File: src/rtl/wb_arbiter_2m1s_pkg.sv
// Shared encodings and Wishbone bus widths for the two-master RAM arbiter.
package wb_arbiter_2m1s_pkg;

  localparam int WB_ADDR_W = 32;
  localparam int WB_DATA_W = 32;
  localparam int WB_SEL_W  = WB_DATA_W / 8;

  localparam logic [0:0] ARB_IDLE = 1'b0;
  localparam logic [0:0] ARB_BUSY = 1'b1;

  localparam logic [0:0] ARB_M0 = 1'b0;
  localparam logic [0:0] ARB_M1 = 1'b1;

  localparam int TMO_CNT_W = 16;

  function automatic logic [1:0] owner_gnt(input logic [0:0] owner);
    return (owner == ARB_M1) ? 2'b10 : 2'b01;
  endfunction

endpackage

File: src/rtl/wb_arb_timeout.sv
// Slave no-ack watchdog; only instantiated when WB_ARB_TIMEOUT_EN is defined.
module wb_arb_timeout
  import wb_arbiter_2m1s_pkg::*;
#(
  parameter int LIMIT = 255,
  parameter int CNT_W = TMO_CNT_W
) (
  input  logic clk,
  input  logic rst_n,
  input  logic busy,
  input  logic ack,
  output logic fire
);

  localparam logic [CNT_W-1:0] LAST = CNT_W'(LIMIT - 1);

  logic [CNT_W-1:0] cnt;

  // Fires in the LIMIT-th consecutive BUSY cycle that saw no ack.
  assign fire = busy & ~ack & (cnt == LAST);

  always_ff @(posedge clk or negedge rst_n) begin
    if (!rst_n) begin
      cnt <= '0;
    end else if (!busy || ack || fire) begin
      cnt <= '0;
    end else begin
      cnt <= cnt + CNT_W'(1);
    end
  end

endmodule

File: src/rtl/wb_arbiter_2m1s.sv
// Two-master / one-slave Wishbone classic arbiter with a forced idle cycle between transactions.
// Optional slave timeout enabled by defining WB_ARB_TIMEOUT_EN.
module wb_arbiter_2m1s
  import wb_arbiter_2m1s_pkg::*;
#(
  parameter int ADDR_W         = WB_ADDR_W,
  parameter int DATA_W         = WB_DATA_W,
  parameter int SEL_W          = WB_SEL_W,
  parameter int PRIO_M1        = 1,
  parameter int TIMEOUT_CYCLES = 255
) (
  input  logic              clk,
  input  logic              rst_n,
  input  logic [ADDR_W-1:0] m0_addr_i,
  input  logic [DATA_W-1:0] m0_data_i,
  input  logic              m0_we_i,
  input  logic [SEL_W-1:0]  m0_sel_i,
  input  logic              m0_stb_i,
  input  logic              m0_cyc_i,
  output logic [DATA_W-1:0] m0_data_o,
  output logic              m0_ack_o,
  output logic              m0_err_o,
  input  logic [ADDR_W-1:0] m1_addr_i,
  input  logic [DATA_W-1:0] m1_data_i,
  input  logic              m1_we_i,
  input  logic [SEL_W-1:0]  m1_sel_i,
  input  logic              m1_stb_i,
  input  logic              m1_cyc_i,
  output logic [DATA_W-1:0] m1_data_o,
  output logic              m1_ack_o,
  output logic              m1_err_o,
  output logic [ADDR_W-1:0] s_addr_o,
  output logic [DATA_W-1:0] s_data_o,
  output logic              s_we_o,
  output logic [SEL_W-1:0]  s_sel_o,
  output logic              s_stb_o,
  output logic              s_cyc_o,
  input  logic [DATA_W-1:0] s_data_i,
  input  logic              s_ack_i,
  output logic [1:0]        gnt_o
);

  logic [0:0] state;
  logic [0:0] owner;
  logic [0:0] winner;
  logic       alt_valid;
  logic       req0;
  logic       req1;
  logic       busy;
  logic       own_cyc;
  logic       done;
  logic       tmo_fire;

  assign req0    = m0_cyc_i & m0_stb_i;
  assign req1    = m1_cyc_i & m1_stb_i;
  assign busy    = (state == ARB_BUSY);
  assign own_cyc = (owner == ARB_M1) ? m1_cyc_i : m0_cyc_i;
  assign done    = busy & (s_ack_i | ~own_cyc | tmo_fire);

`ifdef WB_ARB_TIMEOUT_EN
  wb_arb_timeout #(
    .LIMIT (TIMEOUT_CYCLES)
  ) u_timeout (
    .clk   (clk),
    .rst_n (rst_n),
    .busy  (busy),
    .ack   (s_ack_i),
    .fire  (tmo_fire)
  );
`else
  assign tmo_fire = 1'b0;
`endif

  // alt_valid is only high in the single IDLE cycle right after a transaction;
  // any longer gap falls back to the fixed priority.
  always_comb begin
    winner = ARB_M0;
    if (req0 && req1) begin
      if (alt_valid) winner = ~owner;
      else           winner = (PRIO_M1 != 0) ? ARB_M1 : ARB_M0;
    end else if (req1) begin
      winner = ARB_M1;
    end
  end

  always_ff @(posedge clk or negedge rst_n) begin
    if (!rst_n) begin
      state     <= ARB_IDLE;
      owner     <= ARB_M0;
      alt_valid <= 1'b0;
    end else begin
      alt_valid <= done;
      case (state)
        ARB_IDLE: begin
          if (req0 || req1) begin
            state <= ARB_BUSY;
            owner <= winner;
          end
        end
        default: begin
          if (done) state <= ARB_IDLE;
        end
      endcase
    end
  end

  // Slave side depends only on state/owner and master inputs, never on s_ack_i.
  always_comb begin
    s_addr_o  = '0;
    s_data_o  = '0;
    s_we_o    = 1'b0;
    s_sel_o   = '0;
    s_stb_o   = 1'b0;
    s_cyc_o   = 1'b0;
    m0_ack_o  = 1'b0;
    m1_ack_o  = 1'b0;
    m0_err_o  = 1'b0;
    m1_err_o  = 1'b0;
    m0_data_o = '0;
    m1_data_o = '0;
    gnt_o     = 2'b00;
    if (busy) begin
      gnt_o = owner_gnt(owner);
      if (owner == ARB_M1) begin
        s_addr_o  = m1_addr_i;
        s_data_o  = m1_data_i;
        s_we_o    = m1_we_i;
        s_sel_o   = m1_sel_i;
        s_stb_o   = m1_stb_i;
        s_cyc_o   = m1_cyc_i;
        m1_ack_o  = s_ack_i;
        m1_err_o  = tmo_fire;
        m1_data_o = tmo_fire ? '0 : s_data_i;
      end else begin
        s_addr_o  = m0_addr_i;
        s_data_o  = m0_data_i;
        s_we_o    = m0_we_i;
        s_sel_o   = m0_sel_i;
        s_stb_o   = m0_stb_i;
        s_cyc_o   = m0_cyc_i;
        m0_ack_o  = s_ack_i;
        m0_err_o  = tmo_fire;
        m0_data_o = tmo_fire ? '0 : s_data_i;
      end
    end
  end

endmodule

File: config.mk
export PLATFORM = sky130hd
export DESIGN_NAME = wb_arbiter_2m1s
export DESIGN_NICKNAME = d
export VERILOG_FILES = /design/src/rtl/wb_arbiter_2m1s_pkg.sv /design/src/rtl/wb_arb_timeout.sv /design/src/rtl/wb_arbiter_2m1s.sv
export SDC_FILE = /design/constraint.sdc
export NUM_CORES = 1
export LEC_CHECK = 0
export CORE_AREA = 10 10 117 119
export CTS_BUF_LIST = sky130_fd_sc_hd__clkbuf_2
export DETAILED_ROUTE_END_ITERATION = 10
export DIE_AREA = 0 0 127 129
export GPL_TIMING_DRIVEN = 0
export PLACE_DENSITY = 0.61
export SLEW_MARGIN = 20
export SYNTH_ARGS = -nofsm -noshare
export SYNTH_HDL_FRONTEND = slang
export SYNTH_SLANG_ARGS = --single-unit
File: constraint.sdc
create_clock -name clk -period 3.3 [get_ports clk]
set_clock_uncertainty 0.15 [all_clocks]
set_input_delay 0.66 -clock clk [delete_from_list [all_inputs] [get_ports clk]]
set_output_delay 0.66 -clock clk [all_outputs]
set_load 0.05 [all_outputs]
==> results summary <==
The worst setup path is of the input pin to primary output kind. The post-CTS setup repair buffer count is 0. The final setup violation count is 0. After synthesis, the share of flip-flops with an asynchronous set or reset is 100%.

The total number of vias is around 3k. The clock passes through at most 2 buffers. The clock latency on the worst-skew pair came out at between 200 and 250 ps. The first global-routing pass estimated between 15000 and 20000 um of wire. The flow ran to the end, and the final reports show no timing, DRC or antenna violations. The max-slew violation count was 0. The layout overhead on the synthesized area came out at 197%. In this run the worst hold path is classified as input pin to asynchronous set/reset pin. The worst setup path is captured at a primary output. The tree is rooted in a sky130_fd_sc_hd__clkbuf_2. The number of search-and-repair iterations in the first detailed-routing pass is 4.

The Yosys step of the flow raised 0 warnings. The number of nets with antenna violations after detailed routing came out at 0. The reported leakage power is ~2.2 nW. The most critical setup path has its startpoint at m1_stb_i.

Data on the critical path arrives at its endpoint at between 2000 and 2500 ps. In this run the count of I/O pins placed on the die edge is between 300 and 400. Across the VDD grid, the largest voltage drop is roughly 230 uV.

The number of clock sinks came out at 3. The die width came out at about 130 um. The average footprint of a synthesized cell is 6.84 um2. The fraction of layout cells with a size suffix above 1 came out at 3.69%. In this run the power density over the cells is 464 mW/mm2. By instance count, the leading cell after synthesis is sky130_fd_sc_hd__mux2i_1.

The detailed router's first-iteration violation count came out at 64. The final cycle utilization of the critical path came out at just over 90%. The largest fanout on the critical path is 3. The maximum number of pins on one net before global-route repair came out at 11. The total count of hold-check failures in the final report was 0. The area of the die came out at 0.0164 mm2. The initial standard-cell utilization of the core came out at between 15 and 20%. For this run, the leading register cell type out of synthesis is sky130_fd_sc_hd__dfrtp_1. The minimum setup slack among reg-to-reg paths came out at just under 2000 ps. The final layout contains routed wiring with a total length of between 10000 and 15000 um. In the post-synthesis netlist, the biggest area contributors are sky130_fd_sc_hd__mux2i_1, sky130_fd_sc_hd__nor2_1, sky130_fd_sc_hd__and2_1, sky130_fd_sc_hd__and3_1, sky130_fd_sc_hd__dfrtp_1.

The number of global-route vias before repair came out at about 3.2k. The number of placement rows is 39. The post-detailed-placement half-perimeter wirelength came out at 12600 um. The clock slew seen by the registers of the worst setup and hold paths came out at roughly 50 ps. Setup repair after global routing left no endpoint under its margin. The total of fill cells in the finished design is ~1.1k.

The post-synthesis register bit count is 3. sky130_fd_sc_hd__mux2i_1 takes more of the synthesized area than any other cell. Routability-driven placement finished with a final weighted congestion of around 0.82. The hold buffer count at cts is 0. The synthesized netlist contains 17 unique library cells. The sum of negative setup slack came out at 0 ps. After synthesis the cells add up to roughly 0.0017 mm2.

The core box area came out at roughly 0.011 mm2. On the final layout, the worst hold slack is between 400 and 500 ps. Measured against its own limit, the worst slew margin works out to between 60% and 70%. TritonCTS built the clock tree. The die outline height is approximately 130 um. The all-layer global routing usage is around 15%.

The remaining global-route overflow came out at 0. The worst setup path is launched from an input pin. For the pin with the worst max-slew slack, the measured transition is 584 ps. The maximum achievable frequency is between 0.3 and 0.4 GHz. The capturing point of the worst reg2reg path is owner$_DFFE_PN0P_. After synthesis, the largest area contributor takes up between 40% and 50% of total cell area.

The count of buffers inserted at the top-level ports is about 320. The number of nets in the final layout is 747. The detail-routed via count per cell came out at between 4 and 5. The minimum period implied by the final worst setup slack is 3070 ps. The number of diodes added for antenna fixing came out at 0. In the final routed layout, each cell accounts on average for ~19 um.

The number of synthesized flops with an enable pin is 0. In this run the critical register-to-register path is launched from owner$_DFFE_PN0P_. The initial antenna violation count came out at 0. The required time reported for the critical path endpoint came out at 2490 ps. Synthesis produced a netlist whose cell count is 249.

The sequential element share of the synthesized area is under 10%. The quantity of gates resized following cts is 0. For the worst flop-to-flop path, the logic depth is 4.

The final routed DRC violation total is 0. Ranked by instance count, the synthesized netlist is headed by sky130_fd_sc_hd__mux2i_1, sky130_fd_sc_hd__nor2_1, sky130_fd_sc_hd__and2_1. The total clock buffers created by CTS is 3.

The critical path ends at s_stb_o. The H-tree depth came out at 1. The number of max-cap violations is 0.
## state kept, by name, summed over array words and instances (netlist names)
signal,count
busy,1
owner,1
alt_valid,1
## placed cells by master, fill, tap and decap left out
master                            instances
sky130_fd_sc_hd__clkdlybuf4s50_1        315
sky130_fd_sc_hd__mux2i_1                 72
sky130_fd_sc_hd__nor2_1                  71
sky130_fd_sc_hd__and2_1                  34
sky130_fd_sc_hd__and3_1                  33
sky130_fd_sc_hd__clkbuf_1                13
sky130_fd_sc_hd__buf_4                    7
sky130_fd_sc_hd__clkbuf_2                 6
sky130_fd_sc_hd__buf_6                    3
sky130_fd_sc_hd__buf_2                    3
sky130_fd_sc_hd__dfrtp_1                  3
sky130_fd_sc_hd__nand3b_1                 2
sky130_fd_sc_hd__conb_1                   2
sky130_fd_sc_hd__nor2b_4                  1
sky130_fd_sc_hd__inv_2                    1
sky130_fd_sc_hd__o21a_1                   1
sky130_fd_sc_hd__o311ai_1                 1
sky130_fd_sc_hd__a32o_1                   1
## cell type report
| type | count | area (um2) | share of cell area, % |
|---|---|---|---|
| plain buffers | 28 | 160 | 3.17 |
| flip-flops and latches | 3 | 75.1 | 1.48 |
| repair buffers | 315 | 3150 | 62.3 |
| well taps | 143 | 179 | 3.54 |
| multi-input cells | 218 | 1470 | 29.0 |
| clock buffers | 4 | 20.0 | 0.396 |
| inverters | 1 | 3.75 | 0.0742 |
## power breakdown
| part | leakage (nW) | internal, mW | switching, mW |
|---|---|---|---|
| Combinational | 2.17 | 0.866 | 1.38 |
| Sequential | 0.0365 | 0.0450 | 0.00477 |
| Clock | 0.0166 | 0.0320 | 0.0200 |
## routing by layer
metal | vias to the layer above | share of wire, % | track usage [%]
met1 | 1306 | 34 | 14.2
li1 | 1482 | - | -
met5 | - | 0 | 0
met2 | 198 | 53 | 29.5
met4 | 0 | 0.37 | 2.01
met3 | 2 | 13 | 8.42
## cell families (layout without fill, tap and decap cells)
kind of cell | after synthesis | in the layout | share of synthesized area [%]
muxes | 72 | 72 | 42.3
AOI/OAI and AO/OA | 3 | 3 | 1.54
other | 1 | 2 | 0.220
and+or+nand+nor | 141 | 141 | 41.9
DFF | 3 | 3 | 4.41
buffers and inverters | 29 | 348 | 9.62
## through the flow
stage / instances / power (mW) / area (um2) / utilization (%) / setup WS, ps
5_1_grt: 712 / 2.48 / 5060 / 44.7 / 112
3_3_place_gp: 708 / 2.32 / 5040 / 44.5 / 263
6_report: 712 / 2.35 / 5060 / 44.7 / 235
4_1_cts: 712 / 2.39 / 5060 / 44.7 / 210
2_1_floorplan: 250 / 1.50 / 1710 / - / 956
3_5_place_dp: 708 / 2.33 / 5040 / 44.5 / 250
## critical path, stage by stage
cell and delay [ps]:
sky130_fd_sc_hd__clkdlybuf4s50_1 530, sky130_fd_sc_hd__mux2i_1 90, sky130_fd_sc_hd__nor2_1 120, sky130_fd_sc_hd__clkdlybuf4s50_1 850
## worst min-delay path by stage
stage	endpoint	from	slack, ps
after CTS	busy$_DFF_PN0_	rst_n	470
after global routing	busy$_DFF_PN0_	rst_n	450
after detailed placement	owner$_DFFE_PN0P_	alt_valid$_DFF_PN0_	530
final	busy$_DFF_PN0_	rst_n	480
after floorplan	alt_valid$_DFF_PN0_	rst_n	210
after global placement	owner$_DFFE_PN0P_	alt_valid$_DFF_PN0_	520
No activity file was read; power rests on OpenSTA's default activity.
